### config.mk
export PLATFORM = sky130hd
export DESIGN_NAME = fetch_unit
export DESIGN_NICKNAME = d
export VERILOG_FILES = /design/src/rtl/riscv_pkg.sv /design/src/rtl/fetch_fifo.sv /design/src/rtl/fetch_unit.sv
export SDC_FILE = /design/constraint.sdc
export NUM_CORES = 1
export LEC_CHECK = 0
export BUFFER_PORTS_ARGS = -buffer_cell sky130_fd_sc_hd__buf_2
export CAP_MARGIN = 20
export CORE_MARGIN = 2
export CORE_UTILIZATION = 50
export DETAILED_ROUTE_END_ITERATION = 6
export GPL_TIMING_DRIVEN = 1
export PLACE_DENSITY = 0.84
export SLEW_MARGIN = 20
export SYNTH_ARGS = -nofsm -noshare
export SYNTH_HDL_FRONTEND = slang
export SYNTH_HIERARCHICAL = 1
export SYNTH_SLANG_ARGS = --single-unit
### constraint.sdc
create_clock -name clk -period 7.2 [get_ports clk]
set_clock_uncertainty 0.2 [all_clocks]
set_input_delay 1.44 -clock clk [delete_from_list [all_inputs] [get_ports clk]]
set_output_delay 1.44 -clock clk [all_outputs]
set_load 0.02 [all_outputs]
### src/rtl/riscv_pkg.sv
// Shared types and constants for the instruction fetch path.
//   XLEN / ILEN    : address and instruction widths
//   INSTR_BYTES    : byte step between sequential fetches
//   fetch_state_e  : request-tracking FSM states of the fetch unit
//   fetch_entry_t  : one buffered {pc, instr} pair handed to decode
//   align_pc       : force an address onto a word boundary
package riscv_pkg;

    localparam int XLEN        = 32;
    localparam int ILEN        = 32;
    localparam int INSTR_BYTES = 4;

    typedef enum logic [1:0] {
        ISSUE = 2'd0,   // free to send a request
        WAIT  = 2'd1,   // request outstanding, response will be kept
        KILL  = 2'd2    // request outstanding, response will be dropped
    } fetch_state_e;

    typedef struct packed {
        logic [XLEN-1:0] pc;
        logic [ILEN-1:0] instr;
    } fetch_entry_t;

    function automatic logic [XLEN-1:0] align_pc(input logic [XLEN-1:0] addr);
        return {addr[XLEN-1:2], 2'b00};
    endfunction

endpackage

### src/rtl/fetch_fifo.sv
// Fetch buffer: DEPTH-entry FIFO of fetch_entry_t between memory and decode.
//   clk, rst   : clock, asynchronous active-high reset
//   push       : write push_data at the tail
//   push_data  : entry to write
//   pop        : remove the head entry
//   flush      : discard all entries (takes priority over push/pop)
//   full/empty : occupancy flags
//   count      : number of valid entries (0..DEPTH)
//   head       : oldest entry (meaningful only when !empty)
module fetch_fifo
    import riscv_pkg::*;
#(
    parameter int DEPTH = 2
) (
    input  logic                       clk,
    input  logic                       rst,
    input  logic                       push,
    input  fetch_entry_t               push_data,
    input  logic                       pop,
    input  logic                       flush,
    output logic                       full,
    output logic                       empty,
    output logic [$clog2(DEPTH):0]     count,
    output fetch_entry_t               head
);

    localparam int AW = $clog2(DEPTH);

    fetch_entry_t   mem [DEPTH];
    logic [AW-1:0]  wr_ptr;
    logic [AW-1:0]  rd_ptr;
    logic           do_push;
    logic           do_pop;

    assign full  = (count == (AW+1)'(DEPTH));
    assign empty = (count == '0);
    assign head  = mem[rd_ptr];

    // A pop frees a slot in the same cycle, so push is allowed when full if popping.
    assign do_pop  = pop && !empty;
    assign do_push = push && (!full || do_pop);

    always_ff @(posedge clk or posedge rst) begin
        if (rst) begin
            wr_ptr <= '0;
            rd_ptr <= '0;
            count  <= '0;
            for (int i = 0; i < DEPTH; i++) begin
                mem[i] <= '0;
            end
        end else if (flush) begin
            wr_ptr <= '0;
            rd_ptr <= '0;
            count  <= '0;
        end else begin
            if (do_push) begin
                mem[wr_ptr] <= push_data;
                wr_ptr      <= wr_ptr + 1'b1;   // DEPTH is a power of 2: natural wrap
            end
            if (do_pop) begin
                rd_ptr <= rd_ptr + 1'b1;
            end
            case ({do_push, do_pop})
                2'b10:   count <= count + 1'b1;
                2'b01:   count <= count - 1'b1;
                default: count <= count;
            endcase
        end
    end

endmodule

### src/rtl/fetch_unit.sv
// Instruction fetch unit: owns the PC, issues one memory request at a time,
// buffers returned instructions for decode and restarts on redirects.
//   clk, rst        : clock, asynchronous active-high reset
//   redirect_valid  : restart fetch at redirect_pc (bits [1:0] ignored)
//   redirect_pc     : new fetch address
//   imem_req_*      : request channel to instruction memory (valid/ready/addr)
//   imem_rsp_*      : in-order response channel (valid/data), no backpressure
//   if_valid/if_pc/if_instr/if_ready : buffer head toward decode
module fetch_unit
    import riscv_pkg::*;
#(
    parameter logic [31:0] RESET_PC = 32'h0000_0000,
    parameter int          DEPTH    = 2
) (
    input  logic        clk,
    input  logic        rst,
    input  logic        redirect_valid,
    input  logic [31:0] redirect_pc,
    output logic        imem_req_valid,
    output logic [31:0] imem_req_addr,
    input  logic        imem_req_ready,
    input  logic        imem_rsp_valid,
    input  logic [31:0] imem_rsp_data,
    output logic        if_valid,
    output logic [31:0] if_pc,
    output logic [31:0] if_instr,
    input  logic        if_ready
);

    localparam int CW = $clog2(DEPTH) + 1;

    fetch_state_e     state;
    logic [XLEN-1:0]  pc;
    logic [XLEN-1:0]  req_pc;
    logic             live;
    logic             accept;
    logic             push;
    logic             pop;
    logic             full;
    logic             empty;
    logic [CW-1:0]    count;
    fetch_entry_t     push_data;
    fetch_entry_t     head;

    // Requests are only issued from ISSUE, where nothing is outstanding, so
    // checking the buffer count alone keeps count + outstanding <= DEPTH.
    // 'live' holds the request low in the first cycle out of reset.
    assign imem_req_valid = live && (state == ISSUE) && (count < CW'(DEPTH)) && !redirect_valid;
    assign imem_req_addr  = pc;
    assign accept         = imem_req_valid && imem_req_ready;

    // A response coinciding with a redirect belongs to the old path.
    assign push      = (state == WAIT) && imem_rsp_valid && !redirect_valid;
    assign pop       = if_valid && if_ready;
    assign push_data = '{pc: req_pc, instr: imem_rsp_data};

    assign if_valid = !empty;
    assign if_pc    = head.pc;
    assign if_instr = head.instr;

    always_ff @(posedge clk or posedge rst) begin
        if (rst) begin
            state <= ISSUE;
            pc    <= RESET_PC;
            live  <= 1'b0;
        end else begin
            live <= 1'b1;
            case (state)
                ISSUE: begin
                    if (accept) begin
                        pc    <= pc + XLEN'(INSTR_BYTES);   // wraps modulo 2^32
                        state <= WAIT;
                    end
                end
                WAIT: begin
                    if (imem_rsp_valid) begin
                        state <= ISSUE;
                    end else if (redirect_valid) begin
                        state <= KILL;
                    end
                end
                KILL: begin
                    if (imem_rsp_valid) begin
                        state <= ISSUE;
                    end
                end
                default: state <= ISSUE;
            endcase
            // Redirect overrides any sequential PC update; no accept can
            // coincide with it because the request is masked that cycle.
            if (redirect_valid) begin
                pc <= align_pc(redirect_pc);
            end
        end
    end

    // Address of the outstanding request, tagged onto its response.
    always_ff @(posedge clk) begin
        if (accept) begin
            req_pc <= pc;
        end
    end

    fetch_fifo #(
        .DEPTH (DEPTH)
    ) u_fifo (
        .clk       (clk),
        .rst       (rst),
        .push      (push),
        .push_data (push_data),
        .pop       (pop),
        .flush     (redirect_valid),
        .full      (full),
        .empty     (empty),
        .count     (count),
        .head      (head)
    );

endmodule

==> impl_metrics.tcl, run 1 <==
set metrics [dict create \
    outcome "finished clean" \
    overflow 0 \
    crit_path_end_kind "flop" \
    grt_pass1_wl_um 30400 \
    crit_fanout 56 \
    clk_root_buffer_cell "clkbuf_16" \
    antenna_left 0 \
    synth-edff-count 30 \
    synth_area_mm2 0.00883 \
    clk_pin_slew_ns 0.07 \
    hold_buffers 0 \
    min_from "u_fifo/mem[32]" \
    r2r_slack_ns 3.73 \
    synth_area_leaders "dfrtp_1 47%, mux2_2 18%, edfxtp_1 10%" \
    antenna_cells 0 \
    area_delta_synth_final_pct 17.9 \
    gp_congestion 0.803 \
    num_vias 5768 \
    vias_per_cell 5.61 \
    synth_cells 631 \
    nets 862 \
    min_period_ns 4.65 \
    ys.flop_type "dfrtp_1" \
    slew_viol_final 0 \
    ir_worst_vdd_uv 204 \
    yosysTopAreaCellShare_pct 46.7 \
    drtIter0Drc 318 \
    h-tree-depth 4 \
    cp_top_family "buffers and inverters" \
    fin_crit_sh_pct 64.5 \
    power_density_mw_per_mm2 276 \
    r2r_end "imem_req_addr[9]" \
    yosys-top-cells-count "165 x dfrtp_1, 143 x mux2_2, 49 x mux2_4" \
    worstMarginPinSlew_ns 1.01 \
    holdPathStages 1 \
    rows 48 \
    grt_max_degree 71 \
    ios 168 \
    track_usage_pct 21.0 \
    ys_types 50 \
    path_buf_inv 3 \
    cp.required_ns 7.30 \
    hold_viol_final 0 \
    hpwl_um 12500 \
    start_kind "input pin" \
    seq_area_frac_synth_pct 56.9 \
    design.die.area_mm2 0.0187 \
    firstDrtPassIters 5 \
    avgSynthCellArea_um2 14.0 \
    wirelength_um 19200 \
    clkSinkCount 195 \
    cts_max_path_buffers 2 \
    post_drt_wl_per_cell_um 18.7 \
    initial_utilization_pct 51.1 \
    worstHoldPathType "flop to flop" \
    synth-seq-cells 195 \
    die_h_um 137 \
    ys_warn_count 6 \
    place_area_mm2 0.00982 \
    critPathKind "input pin to flop" \
    io_buffer_count 163 \
    cpMostUsedCell "nand2_1" \
    critical-path-slowest-cell "inv_2" \
    critPathArrivalTime_ns 4.74 \
    synth.most_common_cell "dfrtp_1" \
    holdPathEnd "u_fifo/mem[32]" \
    antenna_found_initial 0 \
    power_leakage_nw 5.07 \
    postCtsSetupBuffers 0 \
    numCtsBuffers 17 \
    slew_headroom_pct 32.8 \
    final_area_mm2 0.0104 \
    cts_resized 0 \
    r2r-start "state[0]" \
    die_w_um 137 \
    clk_latency_ns 0.43 \
    setup_tns_ns 0 \
    drive_gt1_share_pct 50.0 \
    critPathMaxStageDelay_ns 0.80 \
    finalSetupViolCount 0 \
    max-cap-violations 0 \
    core_mm2 0.0173 \
    async_reset_ff_share_pct 84.6 \
    power_mw 2.87 \
    drc 0 \
    grt_pass1_vias 5819 \
    cp_cell_sequence "buf_2 > nor4b_1 > nand2_1 > inv_2 > buf_4 > nand2_1 > o311ai_0" \
    max_freq_mhz 215 \
    place_inst 997 \
    rr_worst_depth 6 \
    final_cells 1029 \
    yosysTopAreaCell "dfrtp_1" \
    cts_tree "yes" \
    rsz0062_at_grt "false" \
]
-- worst register-to-register path, stage by stage (launching register included) --
cell and delay [ns]:
dfrtp_1 0.41, nor4b_1 0.41, nand2_1 0.63, inv_2 0.80, buf_4 0.37, nand2_1 0.14, o311ai_0 0.38
-- per-stage QoR --
| step | hold WS [ns] | util [%] | setup slack [ns] |
|---|---|---|---|
| after global routing | 0.311 | 60.2 | 2.26 |
| after CTS | 0.307 | 60.2 | 2.58 |
| after global placement | 0.276 | 56.8 | 2.23 |
| after detailed placement | 0.289 | 56.8 | 2.14 |
| final | 0.302 | 60.2 | 2.55 |
| after floorplan | 0.275 | - | 2.03 |
-- worst max path at each step --
stage	from	end	slack, ns	cells past startpoint
3_5_place_dp	redirect_valid	imem_req_addr[24]	2.14	6
4_1_cts	redirect_valid	imem_req_addr[9]	2.58	7
3_3_place_gp	redirect_valid	imem_req_addr[22]	2.23	7
2_1_floorplan	rst	u_fifo/count[0]	2.03	1
6_report	redirect_valid	imem_req_addr[9]	2.55	7
5_1_grt	redirect_valid	imem_req_addr[24]	2.26	6
-- sequential cells by signal (all words and copies together), names as in the netlist --
register and cells:
u_fifo/mem 128, req_pc 30, u_fifo/count 2, live 1, u_fifo/wr_ptr 1, imem_req_addr 30
state 2, u_fifo/rd_ptr 1
-- routing by layer --
layer  global-route usage, %  vias up  routed length [um]
met3                    4.89       22                1250
met2                    34.6      224                9430
li1                        -     2624                   -
met4                    6.93        0                 316
met5                       0        -                   0
met1                    27.6     2898                8220
-- cells by family (layout without fill, tap and decap cells) --
group                    after synthesis  in the layout  share of synthesized area (%)
AO/OA/AOI/OAI                         60             60                           4.73
AND/OR/NAND/NOR                      129            129                           7.96
buffers and inverters                 43            211                           2.59
multiplexers                         197            197                           27.1
XOR/XNOR                               4              4                          0.397
adder cells (fa/ha/maj)                1              1                          0.142
flip-flops                           195            195                           56.9
other                                  2              7                         0.0850
-- layout by cell type, fill, tap and decap left out, types with 3 or more instances in the layout --
cell type and instances:
a221o_1 9, nor3b_1 3, dfrtp_1 164, or3_1 3, nor2_1 15, nand2_1 43, a21oi_1 7, xor2_1 3
buf_4 7, inv_6 5, conb_1 7, nand4_1 9, nor4_1 3, clkbuf_16 17, edfxtp_1 30, nand2b_1 3
o21ai_0 22, nor2b_1 11, buf_2 163, mux2i_1 4, mux2_4 49, nand3b_1 4, o311ai_0 7, o211ai_1 4
and3_1 8, nand3_1 11, nor4_2 3, mux2_2 143, inv_1 7, nor3_1 3
-- where the power goes --
group	switching, mW	total [mW]	leakage [nW]	internal (mW)
sequential	0.0874	1.33	2.44	1.24
combinational	0.297	0.576	2.34	0.278
clock	0.440	0.966	0.286	0.526
-- area by class of cell --
class,count,area [um2]
sequential,195,5030
timing repair buffer,170,868
clock buffer,19,433
inverter,9,38.8
fill,1345,6880
multi-input combinational,398,3600
clock inverter,13,166
tap,225,282
Note: power is estimated with default switching activity, not from simulation.
==> run 2: changes to the inputs <==
PLACE_DENSITY = 0.87   (was 0.84)
clock period = 4.1 ns   (was 7.2 ns; I/O delays follow)
==> impl_metrics.tcl, run 2 (synthesized netlist as in run 1, its figures left out) <==
set metrics [dict create \
    drive_gt1_share_pct 50.4 \
    gp_congestion 0.803 \
    ios 168 \
    cts_max_path_buffers 2 \
    h-tree-depth 4 \
    drtIter0Drc 286 \
    min_period_ns 3.14 \
    critPathArrivalTime_ns 2.12 \
    slew_viol_final 0 \
    ir_worst_vdd_uv 348 \
    utilization_pct 60.8 \
    design.die.area_mm2 0.0187 \
    clk_pin_slew_ns 0.07 \
    critical-path-slowest-cell "dfrtp_2" \
    numCtsBuffers 17 \
    crit_fanout 38 \
    worstMarginPinSlew_ns 0.769 \
    core_mm2 0.0173 \
    power_leakage_nw 5.11 \
    slew_headroom_pct 48.6 \
    max_freq_mhz 319 \
    post_drt_wl_per_cell_um 17.8 \
    clk_root_buffer_cell "clkbuf_16" \
    clkSinkCount 195 \
    die_w_um 137 \
    path_buf_inv 2 \
    hold_buffers 0 \
    cts_resized 0 \
    postCtsSetupBuffers 0 \
    p_sw_mw 1.44 \
    power.internal_mw 3.60 \
    power_density_mw_per_mm2 478 \
    antenna_found_initial 0 \
    setup_tns_ns 0 \
    overflow 0 \
    worstHoldPathType "flop to flop" \
    cts_tree "yes" \
    antenna_left 0 \
    comb_power_share_pct 20.2 \
    vias_per_cell 5.50 \
    firstDrtPassIters 4 \
    final_common_cell "dfrtp_1" \
    track_usage_pct 20.3 \
    start_kind "flop" \
    grt_max_degree 69 \
    fin_crit_sh_pct 76.5 \
    initial_utilization_pct 51.1 \
    nets 869 \
    num_vias 5703 \
    regMostFlops "u_fifo/mem" \
    sw_frac_of_total_pct 28.5 \
    io_buffer_count 163 \
    grt_pass1_wl_um 29600 \
    fin_ws_ns 0.964 \
    critPathMaxStageDelay_ns 0.82 \
    clk_latency_ns 0.42 \
    grt_pass1_vias 5826 \
    max-cap-violations 0 \
    cp.required_ns 3.08 \
    finalSetupViolCount 0 \
    cp_cell_sequence "buf_12 > mux2_2 > buf_2" \
    largest_reg_flops 128 \
    drc 0 \
    hold_viol_final 0 \
    cp_top_family "flip-flops" \
    outcome "finished clean" \
    rsz0062_at_grt "false" \
    p_seq_share_pct 46.5 \
    wirelength_um 18400 \
    final_cell_mix "164 x dfrtp_1, 163 x buf_2, 143 x mux2_2" \
    dp_slack_ns 0.823 \
    area_delta_synth_final_pct 19.1 \
    rows 48 \
    hpwl_um 12400 \
    antenna_cells 0 \
    p_clk_share_pct 33.4 \
    critPathKind "flop to output port" \
    crit_path_end_kind "output port" \
    die_h_um 137 \
]
-- run 2: cell count changes in the layout (fill, tap and decap cells not counted) --
cell	previous run	this run
clkinvlp_4	2	4
inv_6	5	4
clkbuf_1	2	1
clkinv_4	2	1
buf_12	0	4
inv_8	2	1
clkinv_1	0	1
clkinv_8	1	2
buf_4	7	10
-- run 2: path summary, 6_finish.rpt --
check                              endpoint  slack [ns]  depth (start not counted)            start
max                             if_instr[4]        0.96                          3    u_fifo/rd_ptr
min in group asynchronous  imem_req_addr[7]        0.32                          3              rst
max reg2reg                 u_fifo/mem[121]        1.01                          6  u_fifo/count[1]
min reg2reg                  u_fifo/mem[52]        0.30                          1       req_pc[20]
min                          u_fifo/mem[52]        0.30                          1       req_pc[20]
max in group asynchronous    u_fifo/mem[69]        2.50                          3              rst
-- run 2: layout make-up --
| cell class | count | area (um2) |
|---|---|---|
| timing repair buffer | 177 | 971 |
| fill | 1335 | 6770 |
| sequential | 195 | 5030 |
| clock buffer | 18 | 429 |
| inverter | 9 | 37.5 |
| tap | 225 | 282 |
| multi-input combinational | 398 | 3600 |
| clock inverter | 14 | 174 |
-- run 2: worst register-to-register path, delay by kind of cell, from the launching register on --
kind	cells	cell delay [ns]
simple gates	4	1.57
flops	1	0.48
mux	1	0.37
buf+inv	1	0.36
-- run 2: stage by stage --
stage                     instances  power (mW)  hold slack [ns]  cell area (um2)
after floorplan                 636        3.05            0.275             8850
after global placement         1004        3.35            0.284             9920
after detailed placement       1004        3.39            0.289             9920
after CTS                      1036        5.09            0.301            10500
after global routing           1036        5.27            0.314            10500
final                          1036        5.03            0.298            10500
-- run 2: metal layers --
metal  global-route usage (%)  vias up  part of all wire, %
met4                     5.44        0                 0.72
met3                     5.78       15                  6.4
met1                     27.4     2857                   45
li1                         -     2636                    -
met5                        0        -                    0
met2                     32.3      195                   48
-- run 2: power groups by stage --
stage                     registers (mW)  clock network, mW  logic (mW)
after CTS                           2.34               1.72        1.03
after global placement              2.36                  0       0.996
after global routing                2.37               1.81        1.09
after floorplan                     2.36                  0       0.693
final                               2.34               1.68        1.02
after detailed placement            2.37                  0        1.02
==> run 3: changes to the inputs <==
ABC_AREA = 1   (was unset)
PLACE_DENSITY = 0.86   (was 0.87)
clock period = 2.7 ns   (was 4.1 ns; I/O delays follow)
==> impl_metrics.tcl, run 3 <==
set metrics [dict create \
    outcome "finished clean" \
    synth_cells 1123 \
    numCtsBuffers 17 \
    rsz0062_at_grt "false" \
    io_buffer_count 163 \
    r2r_slack_ns 0.39 \
    cp_cell_sequence "inv_2 > buf_12 > nand2_1 > nand2_1 > buf_2" \
    cp_top_family "buffers and inverters" \
    start_kind "flop" \
    max_freq_mhz 400 \
    initial_utilization_pct 51.2 \
    critPathKind "flop to output port" \
    cpMostUsedCell "nand2_1" \
    crit_path_end_kind "output port" \
    utilization_pct 59.1 \
    cts_max_path_buffers 2 \
    finalSetupViolCount 0 \
    sw_frac_of_total_pct 32.1 \
    worstHoldPathType "input pin to asynchronous set/reset pin" \
    hold_viol_final 0 \
    p_clk_share_pct 32.3 \
    post_drt_wl_per_cell_um 13.5 \
    critPathMaxStageDelay_ns 0.41 \
    comb_power_share_pct 22.2 \
    num_vias 7596 \
    grt_pass1_wl_um 34200 \
    drc 0 \
    path_buf_inv 3 \
    avgSynthCellArea_um2 8.59 \
    power_density_mw_per_mm2 704 \
    area_delta_synth_final_pct 15.3 \
    overflow 0 \
    clk_latency_ns 0.43 \
    cts_tree "yes" \
    postCtsSetupBuffers 0 \
    hpwl_um 13700 \
    h-tree-depth 4 \
    critical-path-slowest-cell "dfrtp_2" \
    design.die.area_mm2 0.0204 \
    setup_tns_ns 0 \
    synth_area_mm2 0.00965 \
    fin_crit_sh_pct 92.5 \
    gp_congestion 0.915 \
    rows 50 \
    antenna_cells 0 \
    clk_pin_slew_ns 0.07 \
    r2r-start "u_fifo/count[1]" \
    ios 168 \
    ir_worst_vdd_uv 480 \
    hold_buffers 0 \
    grt_max_degree 133 \
    cp.required_ns 1.96 \
    r2r_end "u_fifo/mem[42]" \
    track_usage_pct 21.1 \
    antenna_left 0 \
    firstDrtPassIters 5 \
    clk_root_buffer_cell "clkbuf_16" \
    regMostFlops "u_fifo/mem" \
    max-cap-violations 0 \
    drive_gt1_share_pct 27.4 \
    ys_warn_count 6 \
    crit_fanout 34 \
    rr_worst_depth 12 \
    die_w_um 143 \
    slew_viol_final 0 \
    core_mm2 0.0188 \
    fillers 1596 \
    wirelength_um 20900 \
    largest_reg_flops 128 \
    clkSinkCount 195 \
    worstMarginPinSlew_ns 0.713 \
    final_common_cell "nand2_1" \
    die_h_um 143 \
    grt_pass1_vias 7061 \
    antenna_found_initial 0 \
    vias_per_cell 4.93 \
    p_seq_share_pct 45.5 \
    drtIter0Drc 499 \
    power.internal_mw 5.32 \
    p_sw_mw 2.52 \
    final_cell_mix "465 x nand2_1, 164 x dfrtp_1, 163 x buf_2" \
    critPathArrivalTime_ns 1.76 \
    nets 1339 \
    power_leakage_nw 5.77 \
    slew_headroom_pct 52.5 \
    min_period_ns 2.50 \
]
-- run 3: cell type report --
class / count / area, um2 / share of cell area [%]
Multi-Input combinational cell: 757 / 3740 / 33.6
Sequential cell: 195 / 5030 / 45.2
Timing Repair Buffer: 175 / 972 / 8.74
Clock inverter: 14 / 151 / 1.36
Inverter: 122 / 467 / 4.20
Clock buffer: 18 / 439 / 3.95
Tap cell: 260 / 325 / 2.92
-- run 3: stage by stage --
step	setup slack (ns)	hold slack [ns]	cells	cell area, um2	power (mW)
4_1_cts	0.0963	0.0666	1541	11100	7.91
3_3_place_gp	0.393	0.264	1509	10500	5.30
3_5_place_dp	0.336	0.268	1509	10500	5.36
6_report	0.203	0.0590	1541	11100	7.83
2_1_floorplan	0.321	0.253	1126	9660	4.76
5_1_grt	0.0664	0.0936	1541	11100	8.25
-- run 3: power by group through the flow --
stage / clock, mW / sequential [mW] / combinational [mW]
floorplan: 0 / 3.61 / 1.15
global placement: 0 / 3.60 / 1.71
detailed placement: 0 / 3.61 / 1.75
CTS: 2.60 / 3.56 / 1.75
global route: 2.72 / 3.61 / 1.93
finish: 2.53 / 3.56 / 1.74
-- run 3: worst max path at each step --
stage | start | to | slack, ns | depth (start not counted)
detailed placement | redirect_valid | u_fifo/mem[0] | 0.34 | 9
floorplan | rst | u_fifo/count[0] | 0.32 | 1
CTS | u_fifo/rd_ptr | if_pc[18] | 0.1 | 4
finish | u_fifo/rd_ptr | if_instr[21] | 0.20 | 5
global placement | redirect_valid | u_fifo/mem[32] | 0.39 | 9
global route | u_fifo/rd_ptr | if_instr[21] | 0.07 | 5
-- run 3: tightest hold or removal path: cells and delay by family --
| family | cells | cell delay [ns] |
|---|---|---|
| buf+inv | 3 | 0.58 |
-- run 3: repair_timing --
action	4_1_cts	5_1_grt
resized for setup	0	1
hold endpoints to repair	0	0
endpoints found under the setup margin	0	4
-- run 3: layer usage --
| layer | track usage [%] | wire length, um | vias to the layer above |
|---|---|---|---|
| met5 | 0 | 0 | - |
| met1 | 28.7 | 9310 | 3496 |
| met2 | 33.8 | 9730 | 263 |
| li1 | - | - | 3814 |
| met3 | 4.73 | 1440 | 23 |
| met4 | 7.03 | 384 | 0 |
